### src/rtl/bias_fetcher.sv
// Bias ROM read sequencer: issues one layer's worth of sequential ROM reads,
// captures each returning word into a small FIFO and streams it out as
// valid/ready beats tagged with the channel index. A read is only issued when
// the FIFO is guaranteed to have room for it, so backpressure never drops data.
module bias_fetcher #(
    parameter int unsigned WIDTH      = 32,
    parameter int unsigned DEPTH      = 256,
    parameter int unsigned FIFO_DEPTH = 4,
    parameter int unsigned ADDR_W     = $clog2(DEPTH),
    parameter int unsigned CNT_W      = $clog2(DEPTH) + 1
) (
    input  logic              clk,
    input  logic              reset,
    input  logic              start,
    input  logic [ADDR_W-1:0] base_addr,
    input  logic [CNT_W-1:0]  num_channels,
    output logic              rom_read_enable,
    output logic [ADDR_W-1:0] rom_addr,
    input  logic [WIDTH-1:0]  rom_bias_out,
    output logic              bias_valid,
    input  logic              bias_ready,
    output logic [WIDTH-1:0]  bias_data,
    output logic [CNT_W-1:0]  bias_channel,
    output logic              bias_last,
    output logic              busy,
    output logic              done
);

    localparam int unsigned PTR_W = $clog2(FIFO_DEPTH);

    typedef enum logic [1:0] {StIdle, StIssue, StDrain, StDone} state_e;

    state_e            state_q, state_d;
    logic [ADDR_W-1:0] base_q;
    logic [CNT_W-1:0]  num_q;
    logic [CNT_W-1:0]  issue_cnt_q;
    logic              cap_q;        // a read was issued last cycle; ROM data is present now
    logic [CNT_W-1:0]  cap_ch_q;     // channel index of the word being captured

    logic [WIDTH-1:0]  fifo_data [FIFO_DEPTH];
    logic [CNT_W-1:0]  fifo_ch   [FIFO_DEPTH];
    logic [PTR_W-1:0]  wr_ptr_q, rd_ptr_q;
    logic [PTR_W:0]    count_q;

    logic              issue;
    logic              last_issue;
    logic              pop;
    logic [ADDR_W:0]   addr_sum;
    logic [CNT_W-1:0]  head_ch;

    // Issue decision, address generation and stream outputs.
    always_comb begin
        // Count the in-flight read as occupied space so its word always fits.
        issue      = (state_q == StIssue) &&
                     ((32'(count_q) + 32'(cap_q)) < FIFO_DEPTH);
        last_issue = issue && (issue_cnt_q == num_q - CNT_W'(1));

        addr_sum        = {1'b0, base_q} + (ADDR_W + 1)'(issue_cnt_q);
        rom_read_enable = issue;
        rom_addr        = '0;
        if (issue) begin
            rom_addr = ADDR_W'((addr_sum >= (ADDR_W + 1)'(DEPTH)) ?
                               (addr_sum - (ADDR_W + 1)'(DEPTH)) : addr_sum);
        end

        head_ch      = fifo_ch[rd_ptr_q];
        bias_valid   = (count_q != '0);
        bias_data    = bias_valid ? fifo_data[rd_ptr_q] : '0;
        bias_channel = bias_valid ? head_ch : '0;
        bias_last    = bias_valid && (head_ch == num_q - CNT_W'(1));
        pop          = bias_valid && bias_ready;

        busy = (state_q == StIssue) || (state_q == StDrain);
        done = (state_q == StDone);
    end

    // Next-state logic.
    always_comb begin
        state_d = state_q;
        unique case (state_q)
            StIdle: begin
                if (start) begin
                    state_d = (num_channels == '0) ? StDone : StIssue;
                end
            end
            StIssue: begin
                if (last_issue) begin
                    state_d = StDrain;
                end
            end
            StDrain: begin
                if (pop && bias_last) begin
                    state_d = StDone;
                end
            end
            StDone:  state_d = StIdle;
            default: state_d = StIdle;
        endcase
    end

    // State register.
    always_ff @(posedge clk) begin
        if (reset) begin
            state_q <= StIdle;
        end else begin
            state_q <= state_d;
        end
    end

    // Layer parameters, issue counter and capture flag.
    always_ff @(posedge clk) begin
        if (reset) begin
            base_q      <= '0;
            num_q       <= '0;
            issue_cnt_q <= '0;
            cap_q       <= 1'b0;
            cap_ch_q    <= '0;
        end else begin
            if ((state_q == StIdle) && start) begin
                base_q      <= base_addr;
                num_q       <= num_channels;
                issue_cnt_q <= '0;
            end else if (issue) begin
                issue_cnt_q <= issue_cnt_q + CNT_W'(1);
            end
            cap_q <= issue;
            if (issue) begin
                cap_ch_q <= issue_cnt_q;
            end
        end
    end

    // FIFO pointers and occupancy; simultaneous capture and pop leave count unchanged.
    always_ff @(posedge clk) begin
        if (reset) begin
            wr_ptr_q <= '0;
            rd_ptr_q <= '0;
            count_q  <= '0;
        end else begin
            if (cap_q) begin
                wr_ptr_q <= wr_ptr_q + PTR_W'(1);
            end
            if (pop) begin
                rd_ptr_q <= rd_ptr_q + PTR_W'(1);
            end
            if (cap_q && !pop) begin
                count_q <= count_q + (PTR_W + 1)'(1);
            end else if (!cap_q && pop) begin
                count_q <= count_q - (PTR_W + 1)'(1);
            end
        end
    end

    // FIFO storage; contents are don't-care until the pointers mark them valid.
    always_ff @(posedge clk) begin
        if (cap_q) begin
            fifo_data[wr_ptr_q] <= rom_bias_out;
            fifo_ch[wr_ptr_q]   <= cap_ch_q;
        end
    end

endmodule

### config.mk
export PLATFORM = sky130hd
export DESIGN_NAME = bias_fetcher
export DESIGN_NICKNAME = d
export VERILOG_FILES = /design/src/rtl/bias_fetcher.sv
export SDC_FILE = /design/constraint.sdc
export NUM_CORES = 1
export LEC_CHECK = 0
export CAP_MARGIN = 30
export CORE_MARGIN = 2
export CORE_UTILIZATION = 54
export DETAILED_ROUTE_END_ITERATION = 16
export GPL_TIMING_DRIVEN = 0
export PLACE_DENSITY = 0.86
export SETUP_SLACK_MARGIN = 0.05
export SYNTH_ARGS = -nofsm -noshare
export SYNTH_HDL_FRONTEND = slang
export SYNTH_SLANG_ARGS = --single-unit
export TNS_END_PERCENT = 10
### constraint.sdc
create_clock -name clk -period 7.2 [get_ports clk]
set_clock_uncertainty 0.1 [all_clocks]
set_input_delay 1.44 -clock clk [delete_from_list [all_inputs] [get_ports clk]]
set_output_delay 1.44 -clock clk [all_outputs]
set_load 0.01 [all_outputs]
* Word level (Yosys, flattened, before mapping)
Memory sizes are Yosys's and may differ from the RTL's. A register that Yosys moved wholly into a read port is not among the register bits. Cells that the tools add are included.
Word-level totals: flip-flop bits (word level) 45, memory bits (writable) 164, output and inout port bits 54, memories 2
Memory list:
- fifo_data | depth 4, bits a word 32, read ports 1, clocked after Yosys merged registers in 1, wr ports 1, line 40 | logic [WIDTH-1:0] fifo_data [FIFO_DEPTH];
- fifo_ch | depth 4, bits a word 9, read ports 1, clocked after Yosys merged registers in 1, wr ports 1, line 41 | logic [CNT_W-1:0] fifo_ch [FIFO_DEPTH];
Operators by class: add/sub/neg operators 9, order comparisons 2, equal/unequal tests 8, muxes and demuxes 17, reductions and logical operators 17
Operator list (count):
- $mux 32 | 1
- $eq 9x9->1 | 2
- $mux 2 | 8
- $mux 8 | 2
- $add 8x9->9 | 1
- $add 9x1->9 const B | 1
- $ge 9x9->1 const B | 1
- $logic_not 9->1 | 1
- $mux 9 | 1
- $sub 9x1->9 const B | 1
- $logic_and 1x1->1 | 8
- $pmux 2 s4 | 1
- $sub 8x1->8 const B | 1
- $mux 3 | 2
- $add 2x1->2 const B | 2
- $add 3x1->4 | 1
- $eq 2x2->1 const B | 2
- $lt 4x3->1 const B | 1
- $ne 2x2->1 const B | 2
- $add 3x1->3 const B | 1
- $reduce_and 3->1 | 1
- $reduce_bool 3->1 | 1
- $sub 3x1->3 const B | 1
- $eq 2x1->1 const B | 1
- other kinds (7) | 9

* Depth between registers and ports, before layout
Gate-level depths: netlist (run 1).
depth after elaboration 6, mapped depth 10

* Worst setup path before layout (run 1)
OpenSTA, ideal clock, no wires.
path kind register to output, start point register (tool-made name), end point output port bias_last, arrival time 1.955 ns, required time 5.660 ns, setup slack 3.705 ns, stages on the path, launching flop included 8, buffers on the path 2, path through dfxtp_1 -> buf_6 -> buf_8 -> mux4_2 -> xnor2_2 -> nor4b_1 -> a21oi_1 -> nor3_1
RTL lines:
- end: declaration | line 24 | output logic bias_last,

* Worst setup path after layout (run 1)
start point register num_q[0], end point output port bias_last
Between the ends: cells in the longest elaborated chain, start to end 3
Ends and longest elaborated chain:
- start: declaration | line 35 | logic [CNT_W-1:0] num_q;
- start signal: assignment | line 121 | num_q <= num_channels;
- $sub 9x1->9 | line 70 | bias_last = bias_valid && (head_ch == num_q - CNT_W'(1));
- $eq 9x9->1 | line 70
- $logic_and 1x1->1 | line 70
No other way between the ends.

==> results of run 1 <==
## cells in the final DEF (no fill, tap or decap), types with 4 or more instances in the layout
master	n
edfxtp_1	164
clkdlybuf4s50_1	106
nand2_1	66
dfxtp_1	47
and2_1	45
mux4_2	39
a21oi_1	37
clkbuf_1	25
nor2_1	24
clkbuf_16	21
ha_1	19
xnor2_1	14
inv_1	11
xor2_1	11
xnor3_1	9
buf_1	7
nor3_1	6
a21o_1	5
mux2i_1	5
nand2b_1	5
or3_1	4
and2_2	4
nand4_1	4
buf_12	4
## final timing paths
check,cells past startpoint,slack [ns],start,to
max,9,2.49,num_q[0],bias_last
min,2,0.36,base_q[6],base_q[6]
max reg2reg,9,4.42,count_q[0],count_q[2]
min reg2reg,2,0.36,base_q[6],base_q[6]
## routing by layer
layer,routed length [µm],up-vias,GRT usage
met5,0,-,0
met4,507,0,0.0633
met3,1130,36,0.0337
met2,9470,211,0.372
met1,7320,2578,0.272
li1,-,2416,-
## worst max-delay path, delay by kind of cell (launching register included)
kind	cells	cell delay, ns
and+or+nand+nor	4	1.02
adders and majority gates	1	0.26
buffers and inverters	3	0.89
DFF	1	0.29
xor gates and xnor gates	1	0.21
## metrics by stage
step / setup WS [ns] / utilization / instance area, µm²
after detailed placement: 3.02 / 0.633 / 10300
after global routing: 2.28 / 0.672 / 11000
after CTS: 2.42 / 0.672 / 11000
final: 2.49 / 0.672 / 11000
after floorplan: 3.70 / - / 8930
after global placement: 3.04 / 0.628 / 10300
## cells by family (layout without fill, tap and decap cells)
family,count (synthesis),after routing,share of synthesized area
xor+xnor,35,35,0.0490
buf+inv,41,187,0.0196
simple gates,171,171,0.0944
flops,211,211,0.657
mux,47,47,0.112
fa+ha+maj,21,21,0.0311
compound gates,52,52,0.0373
## where the power goes
| group | switching [W] | internal (W) | leakage, nW |
|---|---|---|---|
| registers | 0.0000525 | 0.00140 | 1.87 |
| logic | 0.000640 | 0.000685 | 1.56 |
| clock network | 0.000429 | 0.000594 | 0.311 |
| total | 0.00112 | 0.00268 | 3.74 |
## cell type report
type                            count  area, µm²
Sequential cell                   211       5870
Fill cell                        1117       5360
Multi-Input combinational cell    326       2890
Timing Repair Buffer              110       1140
Clock buffer                       30        579
Tap cell                          220        275
Buffer                             29        130
Clock inverter                      6       56.3
Inverter                           12       45.0
## registers in the layout, indices dropped and copies added (netlist names), named ones only
signal       count
cap_ch_q         9
cap_q            1
count_q          3
fifo_ch         36
num_q            9
base_q           8
rd_ptr_q         2
state_q          2
fifo_data      128
wr_ptr_q         2
issue_cnt_q      9
## cell usage after synthesis, types with 2 or more instances
library cell,instances,area share
edfxtp_1,164,0.55
nand2_1,66,0.028
and2_1,49,0.034
dfxtp_1,47,0.11
mux4_2,39,0.098
a21oi_1,37,0.021
nor2_1,24,0.010
ha_1,19,0.027
clkbuf_1,18,0.0076
xnor2_1,14,0.014
inv_1,11,0.0046
xor2_1,11,0.011
xnor3_1,9,0.023
buf_1,7,0.0029
nor3_1,6,0.0034
a21o_1,5,0.0042
mux2i_1,5,0.0056
nand2b_1,5,0.0035
nand4_1,4,0.0028
or3_1,4,0.0028
nand3_1,3,0.0017
o21ai_0,3,0.0017
or4_1,3,0.0025
buf_2,2,0.0011
fa_1,2,0.0045
mux4_1,2,0.0059
nand3b_1,2,0.0017
nor4_1,2,0.0014
o41ai_4,2,0.0062
==> impl_metrics.py, run 1 <==
metrics = {
    "outcome": {
        "run_status": "finished clean",
    },
    "critical_path": {
        "crit_type": "reg2out",
        "crit_arrival_ns": 3.17,
        "start_kind": "flop",
        "slowest_delay_ns": 0.58,
        "crit_required_ns": 5.66,
        "cpMaxStageDelayCell": "clkdlybuf4s50_1",
        "end_kind": "output port",
        "cp_max_fo": 6,
        "cp_cell_sequence": "clkbuf_1 > inv_1 > ha_1 > nand2b_1 > nor4_1 > xnor3_1 > nand4_1 > nor3_1 > clkdlybuf4s50_1",
    },
    "timing": {
        "min_period_ns": 4.71,
        "hold_violations": 0,
        "tightest_slew_ns": 0.902,
        "setup_viol": 0,
        "holdWs_ns": 0.364,
        "tns_ns": 0,
        "slew_violations": 0,
        "grt_setup_unrepaired": "false",
        "min_period_over_period": 0.654,
        "max_freq_mhz": 212,
        "relSlewSlack": 0.399,
    },
    "grt": {
        "grt_pass1_vias": 5416,
        "antenna_found_initial": 0,
        "grt_pass1_wl_mm": 28.9,
        "grt_overflow": 0,
        "track_usage": 0.211,
        "grt_max_degree": 31,
    },
    "power": {
        "peakVddDrop_mv": 0.198,
        "power_density_nw_per_um2": 346,
        "leakage_nw": 3.74,
        "power.total_w": 0.00380,
    },
    "synthesis": {
        "ys_async_sr_fraction": 0,
        "ys_warn_count": 0,
        "synthesis.nets": 652,
        "synth-seq-area-share": 0.657,
        "synth_cells": 578,
        "syn_avg_cell_area_um2": 15.4,
        "synth_edf_count": 164,
        "ys_ff_latch": 211,
        "ys.flop_type": "edfxtp_1",
        "ys_types": 42,
        "netlist_area_um2": 8930,
    },
    "clocking": {
        "post_cts_resized": 0,
        "cts_buffer_depth": 3,
        "post_cts_buffers": 0,
        "ctsHoldBuffers": 0,
        "numCtsBuffers": 21,
        "cts_root_buf": "clkbuf_16",
        "clk_latency_ns": 0.49,
        "clkSinkCount": 211,
        "cts_tree": "done",
        "cts_htree_levels": 1,
        "clk_pin_slew_worst_paths_ns": 0.06,
    },
    "layout": {
        "antenna_cells": 0,
        "area_growth_pct": 23.0,
        "final_nets": 785,
        "drive_gt1_frac": 0.115,
        "finalNonFillerCells": 944,
    },
    "floorplanning": {
        "start_util": 0.546,
        "core_um2": 16300,
        "io_pins": 107,
        "die_h_um": 133,
        "die_area_um2": 17600,
        "die_w_um": 133,
        "rows": 47,
    },
    "placed_design": {
        "post-place-cells": 908,
        "dp_hpwl_mm": 12.1,
        "portBuffers": 106,
        "place.gp.congestion": 0.881,
    },
    "drt": {
        "final_antenna_net_count": 0,
        "drtPass1Iterations": 5,
        "vias": 5241,
        "drcViolationCount": 0,
        "drtIter0Drc": 471,
        "via_per_inst": 5.55,
        "post_drt_wl_per_cell_um": 19.5,
        "routed_wl_mm": 18.4,
    },
    "run": {
        "cap_violations": 0,
    },
    "hold_path": {
        "holdCritPathClass": "reg2reg",
    },
}
No activity file was read; power rests on OpenSTA's default activity.
==> run 2, diff against run 1 <==
==> constraint.sdc (replaced) <==
create_clock -name clk -period 4.7 [get_ports clk]
set_clock_uncertainty 0.1 [all_clocks]
set_input_delay 0.94 -clock clk [delete_from_list [all_inputs] [get_ports clk]]
set_output_delay 0.94 -clock clk [all_outputs]
set_load 0.01 [all_outputs]
==> results of run 2 <==
Same layout as run 1 (identical final DEF). Status: finished clean.
Main changes from that run: setup slack after placement 3.02 ns -> 1.02 ns; setup slack after layout 2.49 ns -> 0.491 ns; register-to-register setup slack 4.42 ns -> 1.92 ns; total power 0.00380 W -> 0.00582 W; worst IR drop on VDD 0.198 mV -> 0.304 mV
